### config.mk
export PLATFORM = sky130hd
export DESIGN_NAME = tetris_piece_ctrl_flat
export DESIGN_NICKNAME = d
export VERILOG_FILES = /design/src/rtl/tetris_pkg.sv /design/src/rtl/tetris_piece_ctrl_if.sv /design/src/rtl/tetris_action_queue.sv /design/src/rtl/tetris_piece_ctrl.sv /design/src/flat_wrapper.sv
export SDC_FILE = /design/constraint.sdc
export NUM_CORES = 1
export LEC_CHECK = 0
export CORE_UTILIZATION = 52
export DETAILED_ROUTE_END_ITERATION = 7
export GPL_TIMING_DRIVEN = 0
export HOLD_SLACK_MARGIN = 0.02
export PLACE_DENSITY = 0.86
export SLEW_MARGIN = 25
export SYNTH_ARGS = -nofsm -noshare
export SYNTH_HDL_FRONTEND = slang
export SYNTH_SLANG_ARGS = --single-unit
### constraint.sdc
create_clock -name CLOCK_50 -period 3 [get_ports CLOCK_50]
set_clock_uncertainty 0.05 [all_clocks]
set_input_delay 0.9 -clock CLOCK_50 [delete_from_list [all_inputs] [get_ports CLOCK_50]]
set_output_delay 0.9 -clock CLOCK_50 [all_outputs]
set_load 0.02 [all_outputs]
### src/rtl/tetris_pkg.sv
// Shared definitions for the Tetris datapath: game-phase encodings, action
// codes for the piece controller, default playfield size, shape-id range and
// the pending-action bit positions. Used by the piece controller, its action
// queue, and the display/board logic.
package tetris_pkg;

    // Game phase, exported on the controller's 4-bit state port.
    typedef enum logic [3:0] {
        ST_IDLE  = 4'd0,
        ST_SPAWN = 4'd1,
        ST_FALL  = 4'd2,
        ST_CHECK = 4'd3,
        ST_LOCK  = 4'd4,
        ST_OVER  = 4'd5
    } state_t;

    // Action behind an outstanding collision query.
    typedef enum logic [2:0] {
        ACT_NONE  = 3'd0,
        ACT_LEFT  = 3'd1,
        ACT_RIGHT = 3'd2,
        ACT_ROT   = 3'd3,
        ACT_GRAV  = 3'd4,
        ACT_SPAWN = 3'd5
    } action_t;

    localparam int BOARD_W_DEF = 10;
    localparam int BOARD_H_DEF = 20;

    localparam logic [2:0] SHAPE_MIN = 3'd1;
    localparam logic [2:0] SHAPE_MAX = 3'd7;
    localparam logic [4:0] SCORE_MAX = 5'd31;

    // Pending-bit positions; lower index means higher priority.
    localparam int PB_L = 0;
    localparam int PB_R = 1;
    localparam int PB_T = 2;
    localparam int PB_G = 3;
    localparam int NUM_PB = 4;

    // Shape sequence 1..7, wrapping back to 1.
    function automatic logic [2:0] next_shape(input logic [2:0] cur);
        return (cur >= SHAPE_MAX) ? SHAPE_MIN : cur + 3'd1;
    endfunction

endpackage

### src/rtl/tetris_piece_ctrl_if.sv
// Collision-query handshake between the piece controller (master) and the
// board collision checker (slave).
//   chk_req      master->slave  query valid; candidate is held while high
//   cand_x/y     master->slave  candidate position (5 bits each)
//   cand_rot     master->slave  candidate rotation (3 bits)
//   chk_ack      slave->master  one-cycle response strobe
//   chk_collide  slave->master  candidate collides; meaningful only with chk_ack
interface tetris_piece_ctrl_if;
    logic       chk_req;
    logic [4:0] cand_x;
    logic [4:0] cand_y;
    logic [2:0] cand_rot;
    logic       chk_ack;
    logic       chk_collide;

    modport master (
        output chk_req, cand_x, cand_y, cand_rot,
        input  chk_ack, chk_collide
    );

    modport slave (
        input  chk_req, cand_x, cand_y, cand_rot,
        output chk_ack, chk_collide
    );
endinterface

### src/rtl/tetris_action_queue.sv
// Pending-action store for the piece controller. One sticky bit per action
// (left, right, rotate, gravity); the highest-priority pending bit is offered
// as pick, and the bit is cleared when the controller serves it.
// Ports:
//   clk, srst    clock and synchronous active-high reset
//   enable       accept new pulses (low in IDLE/OVER)
//   pulse[3:0]   one-cycle action pulses, indexed by PB_L/PB_R/PB_T/PB_G
//   serve        controller consumes the current pick this cycle
//   clear_all    drop every pending action (end of lock)
//   pending      current pending bits
//   pick         highest-priority pending action (ACT_NONE if none)
//   any          at least one bit pending
module tetris_action_queue
    import tetris_pkg::*;
(
    input  logic              clk,
    input  logic              srst,
    input  logic              enable,
    input  logic [NUM_PB-1:0] pulse,
    input  logic              serve,
    input  logic              clear_all,
    output logic [NUM_PB-1:0] pending,
    output action_t           pick,
    output logic              any
);

    logic [NUM_PB-1:0] pending_reg;
    logic [NUM_PB-1:0] sel;

    // One-hot priority select: a bit wins only if no lower index is pending.
    always_comb begin
        logic higher;
        sel    = '0;
        higher = 1'b0;
        for (int i = 0; i < NUM_PB; i++) begin
            sel[i] = pending_reg[i] & ~higher;
            higher = higher | pending_reg[i];
        end
    end

    always_comb begin
        pick = ACT_NONE;
        if (sel[PB_L])      pick = ACT_LEFT;
        else if (sel[PB_R]) pick = ACT_RIGHT;
        else if (sel[PB_T]) pick = ACT_ROT;
        else if (sel[PB_G]) pick = ACT_GRAV;
    end

    // A new pulse wins over a clear in the same cycle so no request is lost.
    genvar gi;
    generate
        for (gi = 0; gi < NUM_PB; gi++) begin : g_bit
            logic bit_set;
            logic bit_clr;
            assign bit_set = enable & pulse[gi];
            assign bit_clr = clear_all | (serve & sel[gi]);

            always_ff @(posedge clk) begin
                if (srst) begin
                    pending_reg[gi] <= 1'b0;
                end else begin
                    pending_reg[gi] <= bit_set | (pending_reg[gi] & ~bit_clr);
                end
            end
        end
    endgenerate

    assign pending = pending_reg;
    assign any     = |pending_reg;

endmodule

### src/rtl/tetris_piece_ctrl.sv
// Active-piece controller. Collects debounced move/rotate/gravity pulses,
// computes each candidate position, rejects out-of-field candidates locally
// and otherwise asks the board collision checker before committing. Runs the
// game phases IDLE/SPAWN/FALL/CHECK/LOCK/OVER, the lock timer, shape sequence
// and locked-piece score.
// Ports:
//   CLOCK_50, reset        clock, synchronous active-high reset
//   start                  leave IDLE and begin a game
//   left_final/right_final/rot_final/tick_gravity   one-cycle action pulses
//   chk                    collision-query handshake (master side)
//   state                  game phase (tetris_pkg::state_t encoding)
//   piece_x/piece_y/rot    committed piece position and rotation
//   shape_id               current shape 1..7
//   score                  locked-piece count, saturating at 31
//   move_accept            one-cycle pulse when a move is committed
//   have_action            pending action exists or a query is in flight
//   lock_phase             high during LOCK
//   collide                chk_collide captured at the last ack
module tetris_piece_ctrl
    import tetris_pkg::*;
#(
    parameter int BOARD_W     = BOARD_W_DEF,
    parameter int BOARD_H     = BOARD_H_DEF,
    parameter int SPAWN_X     = 4,
    parameter int LOCK_CYCLES = 16
) (
    input  logic                CLOCK_50,
    input  logic                reset,
    input  logic                start,
    input  logic                left_final,
    input  logic                right_final,
    input  logic                rot_final,
    input  logic                tick_gravity,
    tetris_piece_ctrl_if.master chk,
    output logic [3:0]          state,
    output logic [4:0]          piece_x,
    output logic [4:0]          piece_y,
    output logic [2:0]          rot,
    output logic [2:0]          shape_id,
    output logic [4:0]          score,
    output logic                move_accept,
    output logic                have_action,
    output logic                lock_phase,
    output logic                collide
);

    localparam int         LCW     = (LOCK_CYCLES > 1) ? $clog2(LOCK_CYCLES) : 1;
    localparam logic [LCW-1:0] LOCK_LAST = LCW'(LOCK_CYCLES - 1);
    localparam logic [5:0] X_LIM   = 6'(BOARD_W);
    localparam logic [5:0] Y_MAX   = 6'(BOARD_H - 1);
    localparam logic [4:0] SPAWN_XV = 5'(SPAWN_X);

    state_t         state_reg;
    action_t        act_reg;
    logic [4:0]     x_reg, y_reg;
    logic [2:0]     rot_reg;
    logic [2:0]     shape_reg;
    logic [4:0]     score_reg;
    logic [LCW-1:0] lock_cnt_reg;
    logic           req_reg;
    logic [4:0]     cand_x_reg, cand_y_reg;
    logic [2:0]     cand_rot_reg;
    logic           accept_reg;
    logic           collide_reg;

    // Action queue
    logic [NUM_PB-1:0] pulses;
    logic [NUM_PB-1:0] pending;
    action_t           pick;
    logic              q_any;
    logic              q_enable;
    logic              q_serve;
    logic              lock_done;

    assign pulses[PB_L] = left_final;
    assign pulses[PB_R] = right_final;
    assign pulses[PB_T] = rot_final;
    assign pulses[PB_G] = tick_gravity;

    assign q_enable  = (state_reg != ST_IDLE) && (state_reg != ST_OVER);
    assign q_serve   = (state_reg == ST_FALL) && q_any;
    assign lock_done = (state_reg == ST_LOCK) && (lock_cnt_reg == LOCK_LAST);

    tetris_action_queue u_queue (
        .clk       (CLOCK_50),
        .srst      (reset),
        .enable    (q_enable),
        .pulse     (pulses),
        .serve     (q_serve),
        .clear_all (lock_done),
        .pending   (pending),
        .pick      (pick),
        .any       (q_any)
    );

    // Candidate with one bit of headroom: x-1 from 0 wraps to 63, which the
    // single unsigned compare against BOARD_W then rejects.
    logic [5:0] cx_next, cy_next;
    logic [2:0] crot_next;
    logic       cand_reject;

    always_comb begin
        cx_next   = {1'b0, x_reg};
        cy_next   = {1'b0, y_reg};
        crot_next = rot_reg;
        case (pick)
            ACT_LEFT:  cx_next   = {1'b0, x_reg} - 6'd1;
            ACT_RIGHT: cx_next   = {1'b0, x_reg} + 6'd1;
            ACT_ROT:   crot_next = {1'b0, rot_reg[1:0] + 2'd1};
            ACT_GRAV:  cy_next   = {1'b0, y_reg} + 6'd1;
            default:   ;
        endcase
        cand_reject = (cx_next >= X_LIM) || (cy_next > Y_MAX);
    end

    always_ff @(posedge CLOCK_50) begin
        if (reset) begin
            state_reg    <= ST_IDLE;
            act_reg      <= ACT_NONE;
            x_reg        <= SPAWN_XV;
            y_reg        <= '0;
            rot_reg      <= '0;
            shape_reg    <= SHAPE_MIN;
            score_reg    <= '0;
            lock_cnt_reg <= '0;
            req_reg      <= 1'b0;
            cand_x_reg   <= '0;
            cand_y_reg   <= '0;
            cand_rot_reg <= '0;
            accept_reg   <= 1'b0;
            collide_reg  <= 1'b0;
        end else begin
            accept_reg <= 1'b0;
            case (state_reg)
                ST_IDLE: begin
                    if (start) begin
                        state_reg <= ST_SPAWN;
                        x_reg     <= SPAWN_XV;
                        y_reg     <= '0;
                        rot_reg   <= '0;
                    end
                end

                ST_SPAWN: begin
                    req_reg      <= 1'b1;
                    cand_x_reg   <= SPAWN_XV;
                    cand_y_reg   <= '0;
                    cand_rot_reg <= '0;
                    act_reg      <= ACT_SPAWN;
                    state_reg    <= ST_CHECK;
                end

                ST_FALL: begin
                    if (q_any) begin
                        if (cand_reject) begin
                            if (pick == ACT_GRAV) begin
                                state_reg    <= ST_LOCK;
                                lock_cnt_reg <= '0;
                            end
                        end else begin
                            req_reg      <= 1'b1;
                            cand_x_reg   <= cx_next[4:0];
                            cand_y_reg   <= cy_next[4:0];
                            cand_rot_reg <= crot_next;
                            act_reg      <= pick;
                            state_reg    <= ST_CHECK;
                        end
                    end
                end

                ST_CHECK: begin
                    if (chk.chk_ack) begin
                        req_reg     <= 1'b0;
                        collide_reg <= chk.chk_collide;
                        if (!chk.chk_collide) begin
                            x_reg      <= cand_x_reg;
                            y_reg      <= cand_y_reg;
                            rot_reg    <= cand_rot_reg;
                            // The spawn placement is not a player move.
                            accept_reg <= (act_reg != ACT_SPAWN);
                            state_reg  <= ST_FALL;
                        end else if (act_reg == ACT_SPAWN) begin
                            state_reg <= ST_OVER;
                        end else if (act_reg == ACT_GRAV) begin
                            state_reg    <= ST_LOCK;
                            lock_cnt_reg <= '0;
                        end else begin
                            state_reg <= ST_FALL;
                        end
                    end
                end

                ST_LOCK: begin
                    if (lock_done) begin
                        if (score_reg != SCORE_MAX) score_reg <= score_reg + 5'd1;
                        shape_reg <= next_shape(shape_reg);
                        x_reg     <= SPAWN_XV;
                        y_reg     <= '0;
                        rot_reg   <= '0;
                        state_reg <= ST_SPAWN;
                    end else begin
                        lock_cnt_reg <= lock_cnt_reg + 1'b1;
                    end
                end

                ST_OVER: ;

                default: state_reg <= ST_IDLE;
            endcase
        end
    end

    assign chk.chk_req  = req_reg;
    assign chk.cand_x   = cand_x_reg;
    assign chk.cand_y   = cand_y_reg;
    assign chk.cand_rot = cand_rot_reg;

    assign state       = state_reg;
    assign piece_x     = x_reg;
    assign piece_y     = y_reg;
    assign rot         = rot_reg;
    assign shape_id    = shape_reg;
    assign score       = score_reg;
    assign move_accept = accept_reg;
    assign have_action = (|pending) || (state_reg == ST_CHECK);
    assign lock_phase  = (state_reg == ST_LOCK);
    assign collide     = collide_reg;

endmodule

### src/flat_wrapper.sv
// flat-port wrapper written by rule: the top's interface ports become plain ports
module tetris_piece_ctrl_flat import tetris_pkg::*;
#(
    parameter int BOARD_W     = BOARD_W_DEF,
    parameter int BOARD_H     = BOARD_H_DEF,
    parameter int SPAWN_X     = 4,
    parameter int LOCK_CYCLES = 16
)
  (CLOCK_50, reset, start, left_final, right_final, rot_final, tick_gravity, state, piece_x, piece_y, rot, shape_id, score, move_accept, have_action, lock_phase, collide, chk_chk_req, chk_cand_x, chk_cand_y, chk_cand_rot, chk_chk_ack, chk_chk_collide);
  tetris_piece_ctrl_if chk_i ();
  input  logic CLOCK_50;
  input  logic reset;
  input  logic start;
  input  logic left_final;
  input  logic right_final;
  input  logic rot_final;
  input  logic tick_gravity;
  output logic [3:0] state;
  output logic [4:0] piece_x;
  output logic [4:0] piece_y;
  output logic [2:0] rot;
  output logic [2:0] shape_id;
  output logic [4:0] score;
  output logic move_accept;
  output logic have_action;
  output logic lock_phase;
  output logic collide;
  output wire logic [$bits(chk_i.chk_req)-1:0] chk_chk_req;
  output wire logic [$bits(chk_i.cand_x)-1:0] chk_cand_x;
  output wire logic [$bits(chk_i.cand_y)-1:0] chk_cand_y;
  output wire logic [$bits(chk_i.cand_rot)-1:0] chk_cand_rot;
  input wire logic [$bits(chk_i.chk_ack)-1:0] chk_chk_ack;
  input wire logic [$bits(chk_i.chk_collide)-1:0] chk_chk_collide;
  assign chk_chk_req = chk_i.chk_req;
  assign chk_cand_x = chk_i.cand_x;
  assign chk_cand_y = chk_i.cand_y;
  assign chk_cand_rot = chk_i.cand_rot;
  assign chk_i.chk_ack = chk_chk_ack;
  assign chk_i.chk_collide = chk_chk_collide;
  tetris_piece_ctrl #(.BOARD_W(BOARD_W), .BOARD_H(BOARD_H), .SPAWN_X(SPAWN_X), .LOCK_CYCLES(LOCK_CYCLES)) u_core (.CLOCK_50(CLOCK_50), .reset(reset), .start(start), .left_final(left_final), .right_final(right_final), .rot_final(rot_final), .tick_gravity(tick_gravity), .chk(chk_i), .state(state), .piece_x(piece_x), .piece_y(piece_y), .rot(rot), .shape_id(shape_id), .score(score), .move_accept(move_accept), .have_action(have_action), .lock_phase(lock_phase), .collide(collide));
endmodule
==> results of run 1 <==
## repair_timing
| action | 4_1_cts | 5_1_grt |
|---|---|---|
| setup buffers | 0 | 0 |
| endpoints found under the setup margin | 2 | 24 |
| resized for setup | 6 | 8 |
| gates cloned | 0 | 0 |
## layout make-up
cell class,count,area share (%)
buffer,20,2.980
clock buffer,5,1.975
clock inverter,3,0.6463
inverter,5,0.5386
multi-input combinational,256,47.68
sequential,51,29.34
tap,70,2.513
timing repair buffer,50,14.33
## per-stage QoR
stage	cell area (um2)	setup WS, ns	utilization, %	TNS, ns
6_report	3485	0.08557	68.23	0
5_1_grt	3485	-0.02923	68.23	-0.1616
4_1_cts	3437	0.04427	67.30	0
3_5_place_dp	3331	0.01470	65.21	0
3_3_place_gp	3331	0.002525	65.21	0
2_1_floorplan	2743	0.3756	-	0
## logic make-up (layout without fill, tap and decap cells)
| logic type | Yosys count | in the layout |
|---|---|---|
| buffers and inverters | 26 | 83 |
| other | 1 | 1 |
| XOR/XNOR | 11 | 11 |
| flip-flops | 51 | 51 |
| AO/OA/AOI/OAI | 74 | 74 |
| adder cells (fa/ha/maj) | 11 | 11 |
| multiplexers | 14 | 14 |
| AND/OR/NAND/NOR | 145 | 145 |
## per-layer routing
layer	GRT usage, %	wire, um	up-vias
met5	0	0	-
met4	9.853	118	0
met3	5.489	461	12
met2	40.04	3200	86
met1	32.72	3057	1230
li1	-	-	1292
## power groups by stage
stage	Combinational, mW	Sequential [mW]	Clock [mW]
detailed placement	1.10	0.801	0
floorplan	0.799	0.826	0
finish	1.17	0.790	0.420
CTS	1.11	0.787	0.424
global placement	1.08	0.799	0
global route	1.27	0.800	0.451
## worst max-delay path: stages, from the launching register on
cell,delay (ns)
dfxtp_1,0.33
buf_6,0.14
nand2b_2,0.26
ha_1,0.33
a211oi_2,0.08
or2_2,0.33
a31oi_1,0.23
a31oi_2,0.21
o32ai_4,0.35
buf_6,0.22
mux2i_1,0.21
nor2_1,0.05
## final timing paths
kind                  endpoint  slack, ns                       from
max          u_core.act_reg[1]       0.09  u_core.u_queue.pending[0]
min reg2reg     u_core.collide       0.43             u_core.collide
min             u_core.collide       0.43             u_core.collide
max reg2reg  u_core.act_reg[1]       0.09  u_core.u_queue.pending[0]
## placed cells by master, fill, tap and decap left out, types with 7 or more instances in the layout
cell             Yosys  final
a21oi_1             34     33
clkbuf_1            13     11
clkdlybuf4s50_1      0     49
dfxtp_1             51     50
ha_1                10      8
mux2i_1             14     14
nand2_1             35     35
nand3_1             23     23
nor2_1              45     44
nor3_1               8      7
xor2_1               8      8
==> summary.md, run 1 <==
| Metric | Value |
|---|---|
| Status | `finished clean` |
| Max-Cap Viols | `0` |
| Combinational share of power | `49.2%` |
| Hold-critical path depth | `2` |
| CTS clk-pin slew, worst paths | `0.10 ns` |
| Total CTS buffers | `5` |
| CTS Sinks | `51` |
| F_max | `343.1 MHz` |
| Average size of a mapped cell | `8.236 um2` |
| Largest net degree at the start of global routing | `18` |
| P_int | `1.369 mW` |
| HP Class | `register to register` |
| WHS | `0.4293 ns` |
| Worst-case reg-to-reg path depth | `11` |
| Max clock buf depth | `2` |
| Die Area | `0.005569 mm2` |
| First-pass GRT wire length | `10560 um` |
| Worst-path fanout max | `10` |
| Die height | `74.63 um` |
| Vias in the first global route | `2317` |
| Clock root cell | `clkbuf_8` |
| Simple-gate portion of the synthesized area | `25.59%` |
| Placed Cells | `453` |
| PortBufs | `50` |
| Num rows | `26` |
| TritonCTS clock tree | `done` |
| Switching power | `1.014 mW` |
| Slew headroom | `56.76%` |
| Sw Share | `42.56%` |
| Main combinational cell family by area after synthesis | `simple AND/OR/NAND/NOR gates` |
| Yosys reg bits | `51` |
| Number of flops mapped to enable cells by yosys | `0` |
| Leak | `1.209 nW` |
| Vias | `2620` |
| Synth top area cells | `dfxtp_1, a21oi_1, nor2_1, mux2i_1, nand2_1` |
| H-tree depth | `2` |
| Crit start category | `register` |
| Mux cell area share after synthesis | `5.109%` |
| Initial Util | `53.70%` |
| Hold_buf cts | `0` |
| Syn Nets | `353` |
| DR iter-0 viols | `204` |
| Crit path kind | `register to register` |
| Clk pwr share | `17.6%` |
| Die W | `74.63 um` |
| # diodes | `0` |
| Fin cells | `460` |
| Number of iterations in the first detailed-routing pass | `4` |
| Pwr/cell area | `683.9 mW/mm2` |
| Multi-input logic area | `0.001662 mm2` |
| Worst-Margin Slew | `0.6458 ns` |
| Layout cells sized above 1 | `8.718%` |
| Ys async rst share | `0%` |
| Fin. max-slew vios | `0` |
| GRT Residual Overflow | `0` |
| DRC violations left | `0` |
| Count leader, synth | `dfxtp_1` |
| Register area | `0.001022 mm2` |
| Largest area contributor in the netlist | `dfxtp_1` |
| DP HPWL | `4803 um` |
| RD Place Congestion | `0.8421` |
| Fill cell count | `432` |
| WL final | `6837 um` |
| Post-DR wirelength/cell | `14.86 um` |
| Ports | `52` |
| Number of hold violations in the final report | `0` |
| Cell Area, Synth | `0.002743 mm2` |
| Seq pwr share | `33.1%` |
| Netlist cell types | `54` |
| Compound-Gate Fraction of Synth Area | `18.57%` |
| Tcrit/Tclk final | `97.15%` |
| Latest clock arrival within the worst-skew pair | `0.31 ns` |
| Vias per inst | `5.696` |
| WP data arrival | `3.05 ns` |
| Layout Area Growth over Synthesis | `27.05%` |
| Sequential-to-total area share from yosys stat | `37.23%` |
| Maximum vdd drop | `0.4030 mV` |
| Critical path endpoint category | `register` |
| Worst Path Required | `3.14 ns` |
| Area share of fa/ha/maj cells after synthesis | `5.292%` |
| Main synth FF type | `dfxtp_1` |
| Xor and xnor area share after synthesis | `3.513%` |
| Setup violators final | `0` |
| Fin crit period | `2.914 ns` |
| Cells after Synth | `333` |
| Share of the synthesized area in the top cell type | `37.23%` |
| Top cells by count, synth | `dfxtp_1, nor2_1, nand2_1` |
| Total GRT Usage | `24.91%` |
| Post-DRT Antenna Nets | `0` |
| Pwr Total | `2.383 mW` |
| Synth warnings | `0` |
| Final net count | `409` |
| Core box area | `0.005107 mm2` |
| Initial antenna violation count | `0` |
(Power assumes the default switching activity.)
==> run 2: changes to the inputs <==
- SYNTH_HIERARCHICAL: default -> 1
==> run 2 against run 1 <==
  * The flow now finishes with violations (setup timing)
  * Synthesized cell count up 4.2%
  * Via count rose by 13%
  * Setup slack got worse by 0.18 ns
  * Critical endpoint is now u_core/lock_cnt_reg[2]
  * Largest cell class unchanged
  * Largest power group unchanged
  * Highest routed layer unchanged
==> summary.md, run 2 <==
| Metric | Value |
|---|---|
| R2r setup slk | `-0.1 ns` |
| Netlist cell types | `57` |
| Number of iterations in the first detailed-routing pass | `5` |
| Initial antenna violation count | `0` |
| Worst setup margin | `-0.09558 ns` |
| Most frequent cells in the layout | `clkdlybuf4s50_1, dfxtp_1, nand2_1` |
| Num rows | `26` |
| Cells after Synth | `347` |
| Initial Util | `54.14%` |
| Latest clock arrival within the worst-skew pair | `0.31 ns` |
| Most frequent CP cell | `buf_4` |
| WP buf/inv | `3` |
| Share of the synthesized area in the top cell type | `36.69%` |
| Total GRT Usage | `29.88%` |
| Layout Area Growth over Synthesis | `38.76%` |
| WP data arrival | `3.27 ns` |
| Largest area contributor in the netlist | `dfxtp_1` |
| Crit path kind | `register to register` |
| Post-DR wirelength/cell | `17.53 um` |
| Final net count | `437` |
| Main synth FF type | `dfxtp_1` |
| RD Place Congestion | `0.9238` |
| Ys async rst share | `0%` |
| Post-Route Utilization | `75.12%` |
| Slowest stage delay, CP | `0.45 ns` |
| Clock root cell | `clkbuf_8` |
| Setup_tns | `-1.252 ns` |
| WL final | `8539 um` |
| DRC violations left | `0` |
| Yosys reg bits | `51` |
| Critical path cell sequence | `inv_2, a21o_4, or3b_4, ha_4, a211oi_4, buf_4, o21a_1, o211a_1, or2_4, buf_4, nor4_4, nor2_2, a211oi_1` |
| Tcrit/Tclk final | `103.2%` |
| DR iter-0 viols | `281` |
| Cell Area, Synth | `0.002783 mm2` |
| First-pass GRT wire length | `12700 um` |
| Die height | `75.15 um` |
| Worst-case reg-to-reg path depth | `13` |
| Fin. max-slew vios | `0` |
| Violated checks | `setup timing` |
| Die Area | `0.005648 mm2` |
| Vias per inst | `6.057` |
| Slew headroom | `37.79%` |
| Ports | `52` |
| Sequential-to-total area share from yosys stat | `36.69%` |
| Max-Cap Viols | `0` |
| PortBufs | `50` |
| Commonest non-fill, non-tap cell in the layout | `clkdlybuf4s50_1` |
| Fin crit period | `3.096 ns` |
| Critical path endpoint category | `register` |
| Average size of a mapped cell | `8.019 um2` |
| Crit path max-delay family | `simple AND/OR/NAND/NOR gates` |
| Status | `finished with violations` |
| Total CTS buffers | `5` |
| Largest net degree at the start of global routing | `16` |
| DP Worst Slack | `-0.4974 ns` |
| HP Class | `register to register` |
| Hold_sp | `u_core/collide` |
| H-tree depth | `2` |
| Setup violators final | `23` |
| Pwr/cell area | `943.3 mW/mm2` |
| Synth warnings | `6` |
| Post-DRT Antenna Nets | `0` |
| Worst Path Required | `3.17 ns` |
| Hold Path Sink | `u_core/collide` |
| Leak | `1.378 nW` |
| Vias | `2950` |
| Max clock buf depth | `2` |
| Worst-path fanout max | `5` |
| Critical R2R Capture | `u_core/lock_cnt_reg[2]` |
| Reg2reg start | `u_core/u_queue/pending[1]` |
| CTS clk-pin slew, worst paths | `0.09 ns` |
| DP HPWL | `5288 um` |
| Hold-critical path depth | `2` |
| CTS Sinks | `51` |
| Die W | `75.15 um` |
| Maximum vdd drop | `0.4365 mV` |
| Layout cells sized above 1 | `19.18%` |
| Crit start category | `register` |
| Number of flops mapped to enable cells by yosys | `0` |
| TritonCTS clock tree | `done` |
| Unrepaired setup endpoints after global routing | `true` |
| # diodes | `0` |
| F_max | `323.0 MHz` |
| Core box area | `0.005140 mm2` |
| GRT Residual Overflow | `0` |
| Count leader, synth | `dfxtp_1` |
| Synth top area cells | `dfxtp_1, a21oi_1, nand2_1, ha_1, nor2_1` |
| Number of hold violations in the final report | `0` |
| Top cells by count, synth | `dfxtp_1, nand2_1, a21oi_1` |
| Hold_buf cts | `0` |
| Vias in the first global route | `2708` |
| Pwr Total | `3.642 mW` |
| Worst-Margin Slew | `0.9297 ns` |
| Critical-path top delay cell | `or3b_4` |
| WHS | `0.4244 ns` |
| Syn Nets | `367` |
## run 2: cell types whose count changed after synthesis, moves of 3 or more
cell and delta:
a2111oi_0 +3, a22oi_1 +3, buf_2 +3, buf_6 -3, inv_1 +5, mux2i_1 -7, nand2_1 +6, nor2_1 -12
nor3_1 -5, o21ai_0 +18, or3_1 -3, xnor2_1 +3
## run 2: worst reg2reg max path, delay by kind of cell (launching register included)
kind,cells,cell delay [ns]
and+or+nand+nor,4,1.04
AOI/OAI and AO/OA,5,0.89
DFF,1,0.39
buffers and inverters,3,0.33
adders and majority gates,1,0.30
## run 2: through the flow
stage	cells	cell area, um2
global route	487	3861
floorplan	347	2804
global placement	467	3392
CTS	479	3707
detailed placement	467	3392
finish	487	3861
## run 2: power by group
| part | internal (mW) | total, mW | switching, mW |
|---|---|---|---|
| registers | 0.756 | 0.860 | 0.104 |
| clock network | 0.244 | 0.472 | 0.228 |
| logic | 1.02 | 2.31 | 1.29 |
## run 2: final cells by class
type	count	area, um2
Multi-Input combinational cell	266	1876
Fill cell	393	1279
Sequential cell	51	1033
Timing Repair Buffer	67	639.4
Tap cell	70	87.58
Buffer	16	81.33
Clock buffer	5	68.82
Clock inverter	2	37.54
Inverter	10	37.54
## run 2: worst max-delay path by stage
| stage | start | end | slack, ns | cells past startpoint |
|---|---|---|---|---|
| floorplan | u_core/u_queue/pending[1] | u_core/chk.cand_x[1] | 0.002 | 12 |
| global placement | u_core/u_queue/pending[0] | u_core/lock_cnt_reg[2] | -0.48 | 12 |
| detailed placement | u_core/u_queue/pending[0] | u_core/lock_cnt_reg[2] | -0.50 | 12 |
| CTS | u_core/u_queue/pending[1] | u_core/chk.cand_x[3] | 0.0006 | 11 |
| global route | u_core/u_queue/pending[1] | u_core/act_reg[2] | -0.19 | 12 |
| finish | u_core/u_queue/pending[1] | u_core/lock_cnt_reg[2] | -0.1 | 13 |
## run 2: kinds of logic (layout without fill, tap and decap cells)
logic type	Yosys count	after routing	share of synthesized area, %
adders and majority gates	11	11	5.216
muxes	8	8	2.923
buffers and inverters	30	100	4.362
DFF	51	51	36.69
AOI/OAI and AO/OA	98	98	22.39
and+or+nand+nor	135	135	24.19
xor gates and xnor gates	13	13	4.092
other	1	1	0.1348
## run 2: routing by layer
layer,GRT usage [%],part of all wire (%)
met4,13.17,2.7
met3,5.087,8.3
met1,36.34,40
met5,0,0
met2,51.95,49
## run 2: repair_timing
| item | in CTS | in global routing |
|---|---|---|
| gates resized for setup | 35 | 35 |
| gates cloned | 1 | 0 |
| pin swaps | 16 | 25 |
| setup endpoints to repair | 25 | 25 |
| buffers inserted | 8 | 8 |
==> run 3: changes to the inputs <==
- CORE_ASPECT_RATIO: default -> 0.75
- GPL_TIMING_DRIVEN: 0 -> default
==> run 3 against run 2 <==
  * The run still ends with setup timing left
  * Global-route usage fell by 0.94 points
  * Design area is 2.2% lower
  * Sequential cell count unchanged
  * Sequential share of layout area grew 0.57 points
  * Core utilization rose by 0.25 points
  * Via count decreased by 1.4%
  * Largest cell class unchanged
==> summary.md, run 3 (synthesis gave the netlist of run 2 again) <==
| Metric | Value |
|---|---|
| Number of iterations in the first detailed-routing pass | `5` |
| Critical Path End | `u_core/chk.cand_y[1]` |
| Total CTS buffers | `5` |
| Metal3 WL | `741 um` |
| Layout Area Growth over Synthesis | `35.70%` |
| Commonest non-fill, non-tap cell in the layout | `clkdlybuf4s50_1` |
| Die W | `86.47 um` |
| Tcrit/Tclk final | `100.3%` |
| Hold_buf cts | `0` |
| Ports | `52` |
| HP Class | `register to register` |
| Die height | `65.35 um` |
| Worst-Margin Slew | `0.7883 ns` |
| Violated checks | `setup timing` |
| Maximum vdd drop | `0.3970 mV` |
| F_max | `332.2 MHz` |
| DRC violations left | `0` |
| Placed Cells | `475` |
| Setup crit start | `u_core/u_queue/pending[0]` |
| Critical path cell sequence | `nor3_4, and2_4, or3b_4, inv_1, fa_1, nand2b_1, a21oi_2, xor2_1, a211oi_2, a31oi_4, buf_4, o211ai_1, o41ai_2` |
| Crit path kind | `register to register` |
| DP HPWL | `5595 um` |
| Fin. max-slew vios | `0` |
| DP Worst Slack | `-0.1470 ns` |
| Crit start category | `register` |
| Clock root cell | `clkbuf_8` |
| GRT Residual Overflow | `0` |
| Vias | `2908` |
| Vias in the first global route | `2604` |
| Worst Path Required | `3.14 ns` |
| Most frequent cells in the layout | `clkdlybuf4s50_1, dfxtp_1, nand2_1` |
| CTS Sinks | `51` |
| Fin crit period | `3.010 ns` |
| # diodes | `0` |
| WP buf/inv | `2` |
| First-pass GRT wire length | `12570 um` |
| Unrepaired setup endpoints after global routing | `true` |
| Final net count | `433` |
| Critical path endpoint category | `register` |
| H-tree depth | `2` |
| Latest clock arrival within the worst-skew pair | `0.31 ns` |
| Slew headroom | `46.09%` |
| PortBufs | `50` |
| Slowest stage delay, CP | `0.39 ns` |
| DR iter-0 viols | `350` |
| Worst setup margin | `-0.009992 ns` |
| Critical-path top delay cell | `fa_1` |
| Initial antenna violation count | `0` |
| Largest net degree at the start of global routing | `34` |
| WL final | `8362 um` |
| Pwr/cell area | `900.3 mW/mm2` |
| Highest metal used | `met4` |
| Total GRT Usage | `28.94%` |
| Status | `finished with violations` |
| Reg2reg start | `u_core/u_queue/pending[0]` |
| Crit path max-delay family | `compound AO/OA/AOI/OAI gates` |
| M1 WL | `3727 um` |
| Number of hold violations in the final report | `0` |
| Initial Util | `55.54%` |
| Setup violators final | `1` |
| Post-DRT Antenna Nets | `0` |
| Layout cells sized above 1 | `17.63%` |
| Post-DR wirelength/cell | `17.21 um` |
| Max clock buf depth | `2` |
| Max-Cap Viols | `0` |
| RD Place Congestion | `0.8761` |
| Vias per inst | `5.984` |
| Worst-path fanout max | `5` |
| Core box area | `0.005010 mm2` |
| Critical R2R Capture | `u_core/chk.cand_y[1]` |
| WP depth | `13` |
| WHS | `0.4277 ns` |
| Met2 wire length | `3787 um` |
| TritonCTS clock tree | `done` |
| Worst-case reg-to-reg path depth | `13` |
| Leak | `1.382 nW` |
| CTS clk-pin slew, worst paths | `0.09 ns` |
| R2r setup slk | `-0.01 ns` |
| Num rows | `22` |
| Fin cells | `486` |
| WP data arrival | `3.15 ns` |
| Die Area | `0.005651 mm2` |
| Setup_tns | `-0.009992 ns` |
[run 3: cell count changes in the layout (fill, tap and decap cells not counted), moves of 2 or more]
cell / previous run / this run
a21oi_2: 3 / 1
buf_4: 17 / 28
o21ai_0: 13 / 19
o21ai_2: 8 / 2
buf_8: 2 / 0
clkbuf_1: 10 / 1
a21oi_1: 31 / 33
[run 3: routing by layer]
metal	global-route usage (%)	vias up
met2	43.95	156
li1	-	1376
met5	0	-
met3	4.397	13
met1	41.88	1363
met4	9.583	0
[run 3: area by class of cell]
| type | count | area [um2] |
|---|---|---|
| multi-input combinational | 266 | 1809 |
| fill | 367 | 1234 |
| sequential | 51 | 1032 |
| timing repair buffer | 79 | 721.9 |
| tap | 72 | 90.09 |
| clock buffer | 6 | 72.57 |
| inverter | 10 | 37.54 |
| clock inverter | 2 | 12.51 |
[run 3: worst reg2reg max path, cell delays in order, from the launching register on]
cell	delay [ns]
dfxtp_4	0.37
nor3_4	0.19
and2_4	0.17
or3b_4	0.18
inv_1	0.07
fa_1	0.39
nand2b_1	0.18
a21oi_2	0.17
xor2_1	0.12
a211oi_2	0.35
a31oi_4	0.16
buf_4	0.18
o211ai_1	0.22
o41ai_2	0.12
[run 3: power breakdown]
| part | total, mW | switching (mW) | internal, mW |
|---|---|---|---|
| combinational | 2.17 | 1.23 | 0.937 |
| sequential | 0.836 | 0.0815 | 0.755 |
| clock | 0.391 | 0.228 | 0.163 |
| total | 3.40 | 1.54 | 1.86 |
[run 3: per-stage QoR]
stage / utilization [%] / area [um2] / power (mW)
2_1_floorplan: - / 2804 / 1.971
3_3_place_gp: 69.98 / 3506 / 2.522
3_5_place_dp: 69.98 / 3506 / 2.568
4_1_cts: 72.63 / 3638 / 3.056
5_1_grt: 75.37 / 3776 / 3.576
6_report: 75.37 / 3776 / 3.400
[run 3: timing repair]
item | 4_1_cts | 5_1_grt
pin swaps | 4 | 19
endpoints found under the setup margin | 18 | 24
resized for setup | 6 | 33
buffers inserted | 3 | 0
gates cloned | 0 | 0
[run 3: worst min path at each step]
stage / startpoint / cells past startpoint / end / slack, ns
2_1_floorplan: u_core/lock_cnt_reg[3] / 1 / u_core/lock_cnt_reg[3] / 0.39
3_3_place_gp: u_core/collide / 2 / u_core/collide / 0.40
3_5_place_dp: u_core/collide / 2 / u_core/collide / 0.40
4_1_cts: u_core/collide / 2 / u_core/collide / 0.42
5_1_grt: u_core/collide / 2 / u_core/collide / 0.44
6_report: u_core/collide / 2 / u_core/collide / 0.43
